--- src/rtl/rca_pipe_addsub_if.sv ---
// Handshake and operand/result bundle for the pipelined ripple-carry adder/subtractor.
// The master drives operands and out_ready; the slave (adder) drives in_ready and results.
interface rca_pipe_addsub_if #(
  parameter int unsigned WIDTH = 16
);
  logic             in_valid;
  logic             in_ready;
  logic [WIDTH-1:0] a;
  logic [WIDTH-1:0] b;
  logic             sub;
  logic             cin;
  logic             out_valid;
  logic             out_ready;
  logic [WIDTH-1:0] sum;
  logic             cout;
  logic             ovf;

  modport master (
    output in_valid, a, b, sub, cin, out_ready,
    input  in_ready, out_valid, sum, cout, ovf
  );

  modport slave (
    input  in_valid, a, b, sub, cin, out_ready,
    output in_ready, out_valid, sum, cout, ovf
  );
endinterface

--- src/rtl/rca_pipe_addsub.sv ---
// Pipelined ripple-carry adder/subtractor: WIDTH-bit chain split into STAGES registered segments.
// Optional RCA_PIPE_SAT_EN: clamp the result to the signed range on overflow in the last stage.
module rca_pipe_addsub #(
  parameter int unsigned WIDTH  = 16,
  parameter int unsigned STAGES = 4
) (
  input logic               clk,
  input logic               rst_n,
  rca_pipe_addsub_if.slave  bus
);

  localparam int unsigned SEG = WIDTH / STAGES;
  localparam int unsigned SW  = SEG + 1;

  if (WIDTH < 2) begin : g_chk_width
    $error("rca_pipe_addsub: WIDTH must be >= 2");
  end
  if ((STAGES == 0) || ((WIDTH % STAGES) != 0)) begin : g_chk_stages
    $error("rca_pipe_addsub: WIDTH must be a multiple of STAGES");
  end

  // Stage k resolves bits [LO +: SEG]; operand bits above are forwarded, resolved sum bits below.
  for (genvar k = 0; k < STAGES; k++) begin : g_st
    localparam int unsigned LO = k * SEG;
    localparam int unsigned HI = LO + SEG;

    logic             v_in;
    logic             c_in;
    logic [WIDTH-1:LO] a_in;
    logic [WIDTH-1:LO] b_in;
    logic [SEG:0]     seg;
    logic [HI-1:0]    s_nx;
    logic [HI-1:0]    s_fin;
    logic             en;
    logic             en_dn;
    logic             ld;
    logic             v_q;
    logic             c_q;
    logic [HI-1:0]    s_q;

    if (k == 0) begin : g_src
      assign v_in = bus.in_valid;
      assign c_in = bus.sub ^ bus.cin;
      assign a_in = bus.a;
      assign b_in = bus.sub ? ~bus.b : bus.b;
      assign s_nx = seg[SEG-1:0];
    end else begin : g_src
      assign v_in = g_st[k-1].v_q;
      assign c_in = g_st[k-1].c_q;
      assign a_in = g_st[k-1].g_fwd.a_q;
      assign b_in = g_st[k-1].g_fwd.b_q;
      assign s_nx = {seg[SEG-1:0], g_st[k-1].s_q};
    end

    assign seg = SW'(a_in[HI-1:LO]) + SW'(b_in[HI-1:LO]) + SW'(c_in);

    // Ready chain: a stage may load if it is empty or its successor is loading.
    if (k == STAGES - 1) begin : g_dn
      assign en_dn = bus.out_ready;
    end else begin : g_dn
      assign en_dn = g_st[k+1].en;
    end
    assign en = ~v_q | en_dn;
    assign ld = en & v_in;

    always_ff @(posedge clk or negedge rst_n) begin
      if (!rst_n) begin
        v_q <= 1'b0;
        c_q <= 1'b0;
        s_q <= '0;
      end else begin
        if (en) v_q <= v_in;
        if (ld) begin
          c_q <= seg[SEG];
          s_q <= s_fin;
        end
      end
    end

    if (k < STAGES - 1) begin : g_fwd
      logic [WIDTH-1:HI] a_q;
      logic [WIDTH-1:HI] b_q;

      assign s_fin = s_nx;

      always_ff @(posedge clk or negedge rst_n) begin
        if (!rst_n) begin
          a_q <= '0;
          b_q <= '0;
        end else if (ld) begin
          a_q <= a_in[WIDTH-1:HI];
          b_q <= b_in[WIDTH-1:HI];
        end
      end
    end else begin : g_last
      logic c_msb;
      logic ovf_nx;
      logic ovf_q;

      // Carry into the MSB recovered from the MSB sum bit.
      assign c_msb  = a_in[WIDTH-1] ^ b_in[WIDTH-1] ^ seg[SEG-1];
      assign ovf_nx = c_msb ^ seg[SEG];

`ifdef RCA_PIPE_SAT_EN
      // Both operands share a sign on overflow, so a's sign picks the clamp direction.
      assign s_fin = !ovf_nx ? s_nx :
                     (a_in[WIDTH-1] ? {1'b1, {(WIDTH-1){1'b0}}} : {1'b0, {(WIDTH-1){1'b1}}});
`else
      assign s_fin = s_nx;
`endif

      always_ff @(posedge clk or negedge rst_n) begin
        if (!rst_n) begin
          ovf_q <= 1'b0;
        end else if (ld) begin
          ovf_q <= ovf_nx;
        end
      end
    end
  end

  assign bus.in_ready  = g_st[0].en;
  assign bus.out_valid = g_st[STAGES-1].v_q;
  assign bus.sum       = g_st[STAGES-1].s_q;
  assign bus.cout      = g_st[STAGES-1].c_q;
  assign bus.ovf       = g_st[STAGES-1].g_last.ovf_q;

  // A stalled result must stay put until it is taken.
  a_out_hold: assert property (@(posedge clk) disable iff (!rst_n)
    (bus.out_valid && !bus.out_ready) |=>
      (bus.out_valid && $stable(bus.sum) && $stable(bus.cout) && $stable(bus.ovf)));

  a_full_not_ready: assert property (@(posedge clk) disable iff (!rst_n)
    (!bus.in_ready) |-> (bus.out_valid && !bus.out_ready));

endmodule

--- src/flat_wrapper.sv ---
// flat-port wrapper written by rule: the top's interface ports become plain ports
module rca_pipe_addsub_flat 
#(
  parameter int unsigned WIDTH  = 16,
  parameter int unsigned STAGES = 4
)
  (clk, rst_n, bus_in_valid, bus_a, bus_b, bus_sub, bus_cin, bus_out_ready, bus_in_ready, bus_out_valid, bus_sum, bus_cout, bus_ovf);
  rca_pipe_addsub_if #(.WIDTH(WIDTH)) bus_i ();
  input logic clk;
  input logic rst_n;
  input wire logic [$bits(bus_i.in_valid)-1:0] bus_in_valid;
  input wire logic [$bits(bus_i.a)-1:0] bus_a;
  input wire logic [$bits(bus_i.b)-1:0] bus_b;
  input wire logic [$bits(bus_i.sub)-1:0] bus_sub;
  input wire logic [$bits(bus_i.cin)-1:0] bus_cin;
  input wire logic [$bits(bus_i.out_ready)-1:0] bus_out_ready;
  output wire logic [$bits(bus_i.in_ready)-1:0] bus_in_ready;
  output wire logic [$bits(bus_i.out_valid)-1:0] bus_out_valid;
  output wire logic [$bits(bus_i.sum)-1:0] bus_sum;
  output wire logic [$bits(bus_i.cout)-1:0] bus_cout;
  output wire logic [$bits(bus_i.ovf)-1:0] bus_ovf;
  assign bus_i.in_valid = bus_in_valid;
  assign bus_i.a = bus_a;
  assign bus_i.b = bus_b;
  assign bus_i.sub = bus_sub;
  assign bus_i.cin = bus_cin;
  assign bus_i.out_ready = bus_out_ready;
  assign bus_in_ready = bus_i.in_ready;
  assign bus_out_valid = bus_i.out_valid;
  assign bus_sum = bus_i.sum;
  assign bus_cout = bus_i.cout;
  assign bus_ovf = bus_i.ovf;
  rca_pipe_addsub #(.WIDTH(WIDTH), .STAGES(STAGES)) u_core (.clk(clk), .rst_n(rst_n), .bus(bus_i));
endmodule
--- config.mk ---
export PLATFORM = sky130hd
export DESIGN_NAME = rca_pipe_addsub_flat
export DESIGN_NICKNAME = d
export VERILOG_FILES = /design/src/rtl/rca_pipe_addsub_if.sv /design/src/rtl/rca_pipe_addsub.sv /design/src/flat_wrapper.sv
export SDC_FILE = /design/constraint.sdc
export NUM_CORES = 1
export LEC_CHECK = 0
export ABC_AREA = 0
export CAP_MARGIN = 20
export CORE_ASPECT_RATIO = 1.2
export CORE_MARGIN = 2
export CORE_UTILIZATION = 53
export DETAILED_ROUTE_END_ITERATION = 16
export HOLD_SLACK_MARGIN = 0.03
export PLACE_DENSITY = 0.85
export SYNTH_ARGS = -nofsm -noshare
export SYNTH_HDL_FRONTEND = slang
export SYNTH_SLANG_ARGS = --single-unit
--- constraint.sdc ---
create_clock -name clk -period 2.2 [get_ports clk]
set_clock_uncertainty 0.05 [all_clocks]
set_input_delay 0.66 -clock clk [delete_from_list [all_inputs] [get_ports clk]]
set_output_delay 0.66 -clock clk [all_outputs]
set_load 0.02 [all_outputs]
Word level (Yosys, flattened, before mapping)

Cells that the tools add are included.

$add $sub $neg: 8
Muxes and demuxes: 1
Bitwise operators: 17

Operators by type and width:

| kind        | count |
|---|---|
| $add 4x4->5 | 4 |
| $add 5x1->5 | 4 |
| $mux 16     | 1 |
| $not 16->16 | 1 |
| $and 1x1->1 | 4 |
| $not 1->1   | 4 |
| $or 1x1->1  | 4 |
| $xor 1x1->1 | 4 |

Bits in registers: 97
Output and inout bits: 20
Logic and storage cells: 45

Logic depth before layout (Yosys ltp)

Gate-level depths: netlist (run 1).

Depth in word-level cells: 6
Gate-level depth with buffers: 8
Gate-level depth less buffers: 7

Worst setup path before layout (run 1)

No wires, ideal clock.

Path kind: input to register
Start point: in bus_sub
End point: reg u_core.g_st[0].c_q
Setup time: 0.127 ns
Data arrival time: 2.440 ns
Required time: 2.023 ns
Path slack: -0.417 ns
Cell stages on the path: 8
Path buffers: 2
Cell sequence: buf_2 buf_2 xor2_1 fa_1 fa_1 a21o_1 a21oi_1 o21ai_0

Cells in the longest elaborated chain, start to end: 3
Elaborated cells between the ends (all ways): 4

RTL lines:

| element              | line                  | source |
|---|---|---|
| from (decl)          | flat_wrapper.sv:14    | `input wire logic [$bits(bus_i.sub)-1:0] bus_sub;` |
| $mux 16              | rca_pipe_addsub.sv:45 | `assign b_in = bus.sub ? ~bus.b : bus.b;` |
| $add 4x4->5          | rca_pipe_addsub.sv:55 | `assign seg = SW'(a_in[HI-1:LO]) + SW'(b_in[HI-1:LO]) + SW'(c_in);` |
| $add 5x1->5 *        | rca_pipe_addsub.sv:55 |  |
| to (signal assigned) | rca_pipe_addsub.sv:74 | `c_q <= seg[SEG];` |
| to (decl)            | rca_pipe_addsub.sv:38 | `logic c_q;` |

Mark *: on every way between the ends. The rest lies on a longest branch, timed or not.
A chain may end at the register's enable or synchronous reset.

Final worst setup path (run 1)

Start point: in bus_out_ready
End point: out bus_in_ready

Cells in the longest elaborated chain, start to end: 4

RTL lines:

| element                 | line                  | source |
|---|---|---|
| from (decl)             | flat_wrapper.sv:16    | `input wire logic [$bits(bus_i.out_ready)-1:0] bus_out_ready;` |
| $or 1x1->1 (4 in a row) | rca_pipe_addsub.sv:63 | `assign en = ~v_q \| en_dn;` |
| to (decl)               | flat_wrapper.sv:17    | `output wire logic [$bits(bus_i.in_ready)-1:0] bus_in_ready;` |

No other way between the ends.

==> results of run 1 <==
[path summary, 6_finish.rpt]
| path | start | endpoint | slack [ns] | cells past startpoint |
|---|---|---|---|---|
| hold / removal | rst_n | u_core.g_st[1].g_fwd.a_q[14] | 0.26 | 2 |
| setup reg to reg | u_core.g_st[2].g_fwd.b_q[12] | u_core.bus.ovf | 0.14 | 6 |
| max in group asynchronous | rst_n | u_core.g_st[1].g_fwd.b_q[10] | 1.54 | 2 |
| hold reg to reg | u_core.g_st[2].s_q[10] | u_core.g_st[2].s_q[10] | 0.43 | 2 |
| min in group clk | u_core.g_st[2].s_q[10] | u_core.g_st[2].s_q[10] | 0.43 | 2 |
| setup / recovery | bus_out_ready | bus_in_ready | 0.06 | 4 |
[routing by layer]
metal | share of wire, % | up-vias
li1 | - | 1196
met1 | 40 | 1241
met2 | 55 | 47
met3 | 3.8 | 13
met4 | 1.7 | 0
met5 | 0 | -
[power by group through the flow]
stage                     Combinational (W)  Clock, W  Sequential (W)
after floorplan                     0.00119         0         0.00290
after CTS                           0.00213   0.00131         0.00279
final                               0.00211   0.00128         0.00277
after detailed placement            0.00211         0         0.00282
after global routing                0.00232   0.00138         0.00286
after global placement              0.00201         0         0.00276
[registers in the layout, indices dropped and copies added, names as in the netlist, 3 cells and up]
signal and cells:
u_core.g_st.g_fwd.a_q 24, u_core.g_st.v_q 3, u_core.g_st.s_q 24, u_core.g_st.c_q 3, u_core.g_st.g_fwd.b_q 24, u_core.bus.sum 16
[worst max-delay path: cells and delay by family]
kind,cells,cell delay (ns)
buffers and inverters,2,0.32
and+or+nand+nor,2,0.45
[synthesized netlist by cell type]
master / instances
buf_4: 1
nand2_1: 29
buf_6: 2
ha_1: 12
dfrtp_1: 97
nand4b_2: 1
mux2_1: 10
xnor2_1: 15
a21oi_1: 9
xor2_1: 11
o21ai_0: 25
nand2b_1: 4
or2_2: 1
a21o_1: 8
inv_1: 5
mux2_2: 57
nor2_1: 1
o21ai_4: 1
buf_2: 10
nand3b_1: 1
fa_1: 8
[placed cells by master (no fill, tap or decap), types with 4 or more instances in the layout]
cell             count
a21oi_1              7
dfrtp_1             97
inv_1                5
buf_12               5
fa_1                 6
nand2b_1             4
buf_4               12
xnor2_1             15
clkbuf_8            11
a21o_1               8
o21ai_0             23
ha_1                12
nand2_1             29
clkdlybuf4s50_1     51
mux2_2              56
xor2_1               9
mux2_1              10
[layout make-up]
type	count	area [um^2]
flip-flops and latches	97	2430
fillers	562	2410
multi-input cells	193	1750
repair buffers	74	759
clock buffers	11	151
well taps	92	115
clock inverters	5	77.6
inverters	5	18.8
[through the flow]
step	hold slack [ns]	power, W	instance area (um^2)	util [%]
after floorplan	0.314	0.00409	4280	-
after global placement	0.406	0.00477	5030	65.3
after detailed placement	0.420	0.00493	5030	65.3
after CTS	0.254	0.00623	5280	68.4
after global routing	0.274	0.00656	5300	68.7
final	0.259	0.00617	5300	68.7
[timing repair]
| action | 4_1_cts | 5_1_grt |
|---|---|---|
| pin swaps | 2 | 3 |
| buffers inserted | 0 | 1 |
| gates resized for setup | 12 | 7 |
| setup endpoints to repair | 5 | 5 |
| hold endpoints to repair | 0 | 0 |
[cell families (layout without fill, tap and decap cells)]
family | count (synthesis) | count (layout) | share of synthesized area, %
DFF | 97 | 97 | 57.4
muxes | 67 | 67 | 17.8
AOI/OAI and AO/OA | 43 | 43 | 5.83
and+or+nand+nor | 37 | 37 | 3.93
xor gates and xnor gates | 26 | 26 | 5.38
adders and majority gates | 20 | 20 | 7.33
buffers and inverters | 18 | 95 | 2.34
==> impl_metrics.csv, run 1 <==
group,metric,value,unit
run_status,outcome,"finished, final reports clean",
floorplan,die_w,85.6,um
sta,fmax,468,MHz
setup_path,crit_arrival,1.43,ns
global_routing,grt_usage,18.5,%
floorplan,core,7710,um^2
power_and_ir_drop,p_comb_share,34.2,%
global_routing,grt_pass1_wl,12500,um
synth,seq_area_frac_synth,57.4,%
placement,place_hpwl,5170,um
layout,drive_above_1_share,26.5,%
floorplan,dieHeight,102,um
global_routing,top_usage_layer,"met2",
detailed_routing,viasPerCell,5.23,
floorplan,initial_core_util,54.9,%
sta,relSlewSlack,74.5,%
clock_tree,clk_path_buf_depth,2,
synth,syn_area,4230,um^2
placement,io_buffers,57,
power_and_ir_drop,p_leak,2.36,nW
synth,ys_ff_latch,97,
setup_path,crit_required,1.49,ns
global_routing,grtUsageMet2,33.4,%
detailed_routing,ant_nets,0,
synth,syn_nets,366,
sta,tns,0,ns
setup_path,critPathLaunchType,"input pin",
power_and_ir_drop,p_int,0.00430,W
placement,gp_congestion,0.773,
clock_tree,numCtsBuffers,9,
sta,worst_slew_pin_slew,0.383,ns
clock_tree,numClockSinks,97,
clock_tree,postCtsHoldBufs,0,
clock_tree,root_buffer,"clkbuf_8",
sta,worst_slack,0.0641,ns
power_and_ir_drop,switchingPower,0.00187,W
clock_tree,clk_latency,0.35,ns
setup_path,critPathKind,"in -> out",
sta,rsz0062_at_grt,"false",
detailed_routing,drc,0,
placement,dp_slack,-0.644,ns
sta,period_needed,2.14,ns
setup_path,slowest_delay,0.27,ns
setup_path,cp-end-kind,"output pin",
sta,finalHoldViolCount,0,
setup_path,worstPathMaxFanout,3,
clock_tree,cts_max_level,3,
setup_path,cp_cell_sequence,"clkdlybuf4s15_1 -> nand4b_4 -> or2_4 -> buf_6",
synth,synth_warnings,0,
job,maxCapViolCount,0,
sta,fin_crit_sh,97.1,%
setup_path,worst_path_max_delay_cell,"or2_4",
synth,synth_top_area_share,57.4,%
layout,nets,438,
global_routing,met3_usage,3.88,%
detailed_routing,wl_per_cell,15.3,um
clock_tree,cts_tree,"built",
synth,ys_types,21,
sta,drv_slew,0,
global_routing,gr-total-overflow,0,
power_and_ir_drop,clkPwrFrac,20.8,%
layout,diodes,0,
floorplan,die-area,8720,um^2
floorplan,io_pins,58,
sta,setup_viol,0,
power_and_ir_drop,seq_power_share,45.0,%
floorplan,rows,35,
synth,synth.area.top_cells,"dfrtp_1, mux2_2, fa_1",
global_routing,antenna_found_initial,0,
power_and_ir_drop,switching_share,30.3,%
layout,final_cells,477,
global_routing,grt_pass1_vias,2661,
clock_tree,clk_pin_slew,0.09,ns
global_routing,grtUsageMet1,21.9,%
synth,syn_inst,308,
layout,area_growth,25.2,%
detailed_routing,drt-pass1-iter-count,3,
power_and_ir_drop,pwr_density_cell,1160,nW/um^2
detailed_routing,wl,7320,um
power_and_ir_drop,ir_worst_vdd,0.754,mV
synth,synth_top_area_cell,"dfrtp_1",
worst_hold_path,hp-class,"in -> async",
global_routing,grt_max_degree,74,
synth,syn_avg_cell_area,13.7,um^2
detailed_routing,dr.first_iter.drc_count,64,
detailed_routing,vias,2497,
placement,placed_cells,460,
Note: power is estimated with default switching activity, not from simulation.
==> inputs of run 2 (changes only) <==
--- a/config.mk
+++ b/config.mk
@@ -16,3 +16,4 @@
 export SYNTH_ARGS = -nofsm -noshare
 export SYNTH_HDL_FRONTEND = slang
 export SYNTH_SLANG_ARGS = --single-unit
+export TNS_END_PERCENT = 1
==> impl_metrics.csv, run 2 (synthesized netlist as in run 1, its figures left out) <==
group,metric,value,unit
run_status,outcome,"finished, final reports clean",
setup_path,critPathLaunchType,"input pin",
setup_path,critPathKind,"in -> out",
clock_tree,clk_path_buf_depth,2,
sta,period_needed,2.18,ns
setup_path,crit_arrival,1.47,ns
setup_path,cp-end-kind,"output pin",
clock_tree,cts_tree,"built",
sta,whs,0.178,ns
sta,setup_viol,0,
floorplan,core,7710,um^2
sta,relSlewSlack,70.5,%
global_routing,top_usage_layer,"met2",
sta,fin_crit_sh,99.0,%
layout,area_growth,24.5,%
clock_tree,numCtsBuffers,9,
detailed_routing,wl,7170,um
clock_tree,post_cts_buffers,0,
placement,gp_congestion,0.739,
power_and_ir_drop,pwr_density_cell,1140,nW/um^2
detailed_routing,ant_nets,0,
floorplan,die_w,85.6,um
global_routing,grt_usage,18.5,%
global_routing,grtUsageMet2,32.3,%
setup_path,reg2reg_depth,6,
sta,worst_slack,0.0221,ns
global_routing,grt_pass1_vias,2692,
placement,placed_cells,462,
global_routing,grt_max_degree,40,
floorplan,initial_core_util,54.9,%
detailed_routing,dr.first_iter.drc_count,75,
floorplan,dieHeight,102,um
job,maxCapViolCount,0,
clock_tree,numClockSinks,97,
placement,dp_slack,-0.693,ns
global_routing,grtUsageMet1,22.1,%
floorplan,die-area,8720,um^2
clock_tree,cts_max_level,3,
placement,place_hpwl,5300,um
layout,diodes,0,
clock_tree,clk_pin_slew,0.09,ns
placement,place_area,5040,um^2
layout,layout_common_cells,"dfrtp_1, mux2_2, clkdlybuf4s50_1",
setup_path,crit_required,1.49,ns
worst_hold_path,hp-class,"in -> async",
detailed_routing,vias,2511,
sta,drv_slew,0,
global_routing,met3_usage,3.07,%
layout,reg_top3,"u_core.g_st.g_fwd.a_q (24), u_core.g_st.g_fwd.b_q (24), u_core.g_st.s_q (24)",
sta,worst_slew_pin_slew,0.442,ns
detailed_routing,drc,0,
sta,fmax,459,MHz
detailed_routing,drt-pass1-iter-count,4,
detailed_routing,viasPerCell,5.25,
layout,final_common_cell,"dfrtp_1",
power_and_ir_drop,ir_worst_vdd,0.607,mV
detailed_routing,wl_per_cell,15.0,um
clock_tree,root_buffer,"clkbuf_8",
global_routing,grt_pass1_wl,12400,um
layout,final_cells,478,
global_routing,antenna_found_initial,0,
layout,nets,439,
global_routing,gr-total-overflow,0,
placement,io_buffers,57,
power_and_ir_drop,p_leak,2.35,nW
layout,postLayoutCellArea,5270,um^2
floorplan,rows,35,
clock_tree,clk_latency,0.36,ns
setup_path,ff2ff_setup_slack,0.13,ns
layout,drive_above_1_share,26.2,%
setup_path,worstPathMaxFanout,3,
sta,rsz0062_at_grt,"true",
sta,finalHoldViolCount,0,
floorplan,io_pins,58,
run 2: per-layer routing:
metal / routed length (um) / vias to the layer above
met5: 0 / -
met4: 180 / 0
met3: 229 / 13
met2: 3740 / 51
met1: 3020 / 1253
li1: - / 1194
run 2: final cells by class:
type | instances | area (um^2)
Multi-Input combinational cell | 193 | 1740
Inverter | 5 | 18.8
Timing Repair Buffer | 75 | 768
Sequential cell | 97 | 2430
Clock buffer | 10 | 128
Fill cell | 555 | 2440
Tap cell | 92 | 115
Clock inverter | 6 | 68.8
run 2: power breakdown:
part           switching, W  total [W]  internal (W)  leakage [nW]
Combinational      0.000900    0.00208       0.00118          1.10
Sequential         0.000361    0.00276       0.00240          1.16
Clock              0.000606    0.00113      0.000529        0.0964
run 2: final timing paths:
kind	from	end
max in group asynchronous	rst_n	u_core.g_st[1].s_q[5]
min in group clk	u_core.g_st[1].s_q[5]	u_core.g_st[1].s_q[5]
max reg2reg	u_core.g_st[2].g_fwd.b_q[12]	u_core.bus.ovf
max	bus_out_ready	bus_in_ready
min reg2reg	u_core.g_st[1].s_q[5]	u_core.g_st[1].s_q[5]
min	rst_n	u_core.g_st[1].s_q[0]
run 2: metrics by stage:
step	TNS (ns)	utilization [%]	power, W
3_5_place_dp	-8.34	65.5	0.00492
6_report	0	68.3	0.00598
2_1_floorplan	-0.382	-	0.00409
4_1_cts	0	68.2	0.00605
3_3_place_gp	-5.30	65.5	0.00477
5_1_grt	-0.0134	68.3	0.00638
run 2: critical path: stages:
cell           delay (ns)
dlygate4sd2_1        0.26
nand4b_4             0.17
or2_4                0.25
buf_6                0.13
run 2: timing repair:
action | in CTS | in global routing
resized for setup | 12 | 6
pin swaps | 2 | 4
hold buffers | 0 | 0
endpoints found under the setup margin | 5 | 4
==> inputs of run 3 (changes only) <==
--- a/config.mk
+++ b/config.mk
@@ -11,7 +11,7 @@
 export CORE_MARGIN = 2
 export CORE_UTILIZATION = 53
 export DETAILED_ROUTE_END_ITERATION = 16
-export HOLD_SLACK_MARGIN = 0.03
+export HOLD_SLACK_MARGIN = 0.12
 export PLACE_DENSITY = 0.85
 export SYNTH_ARGS = -nofsm -noshare
 export SYNTH_HDL_FRONTEND = slang
==> results of run 3 <==
Final layout, timing and power as in run 2 (identical DEF).
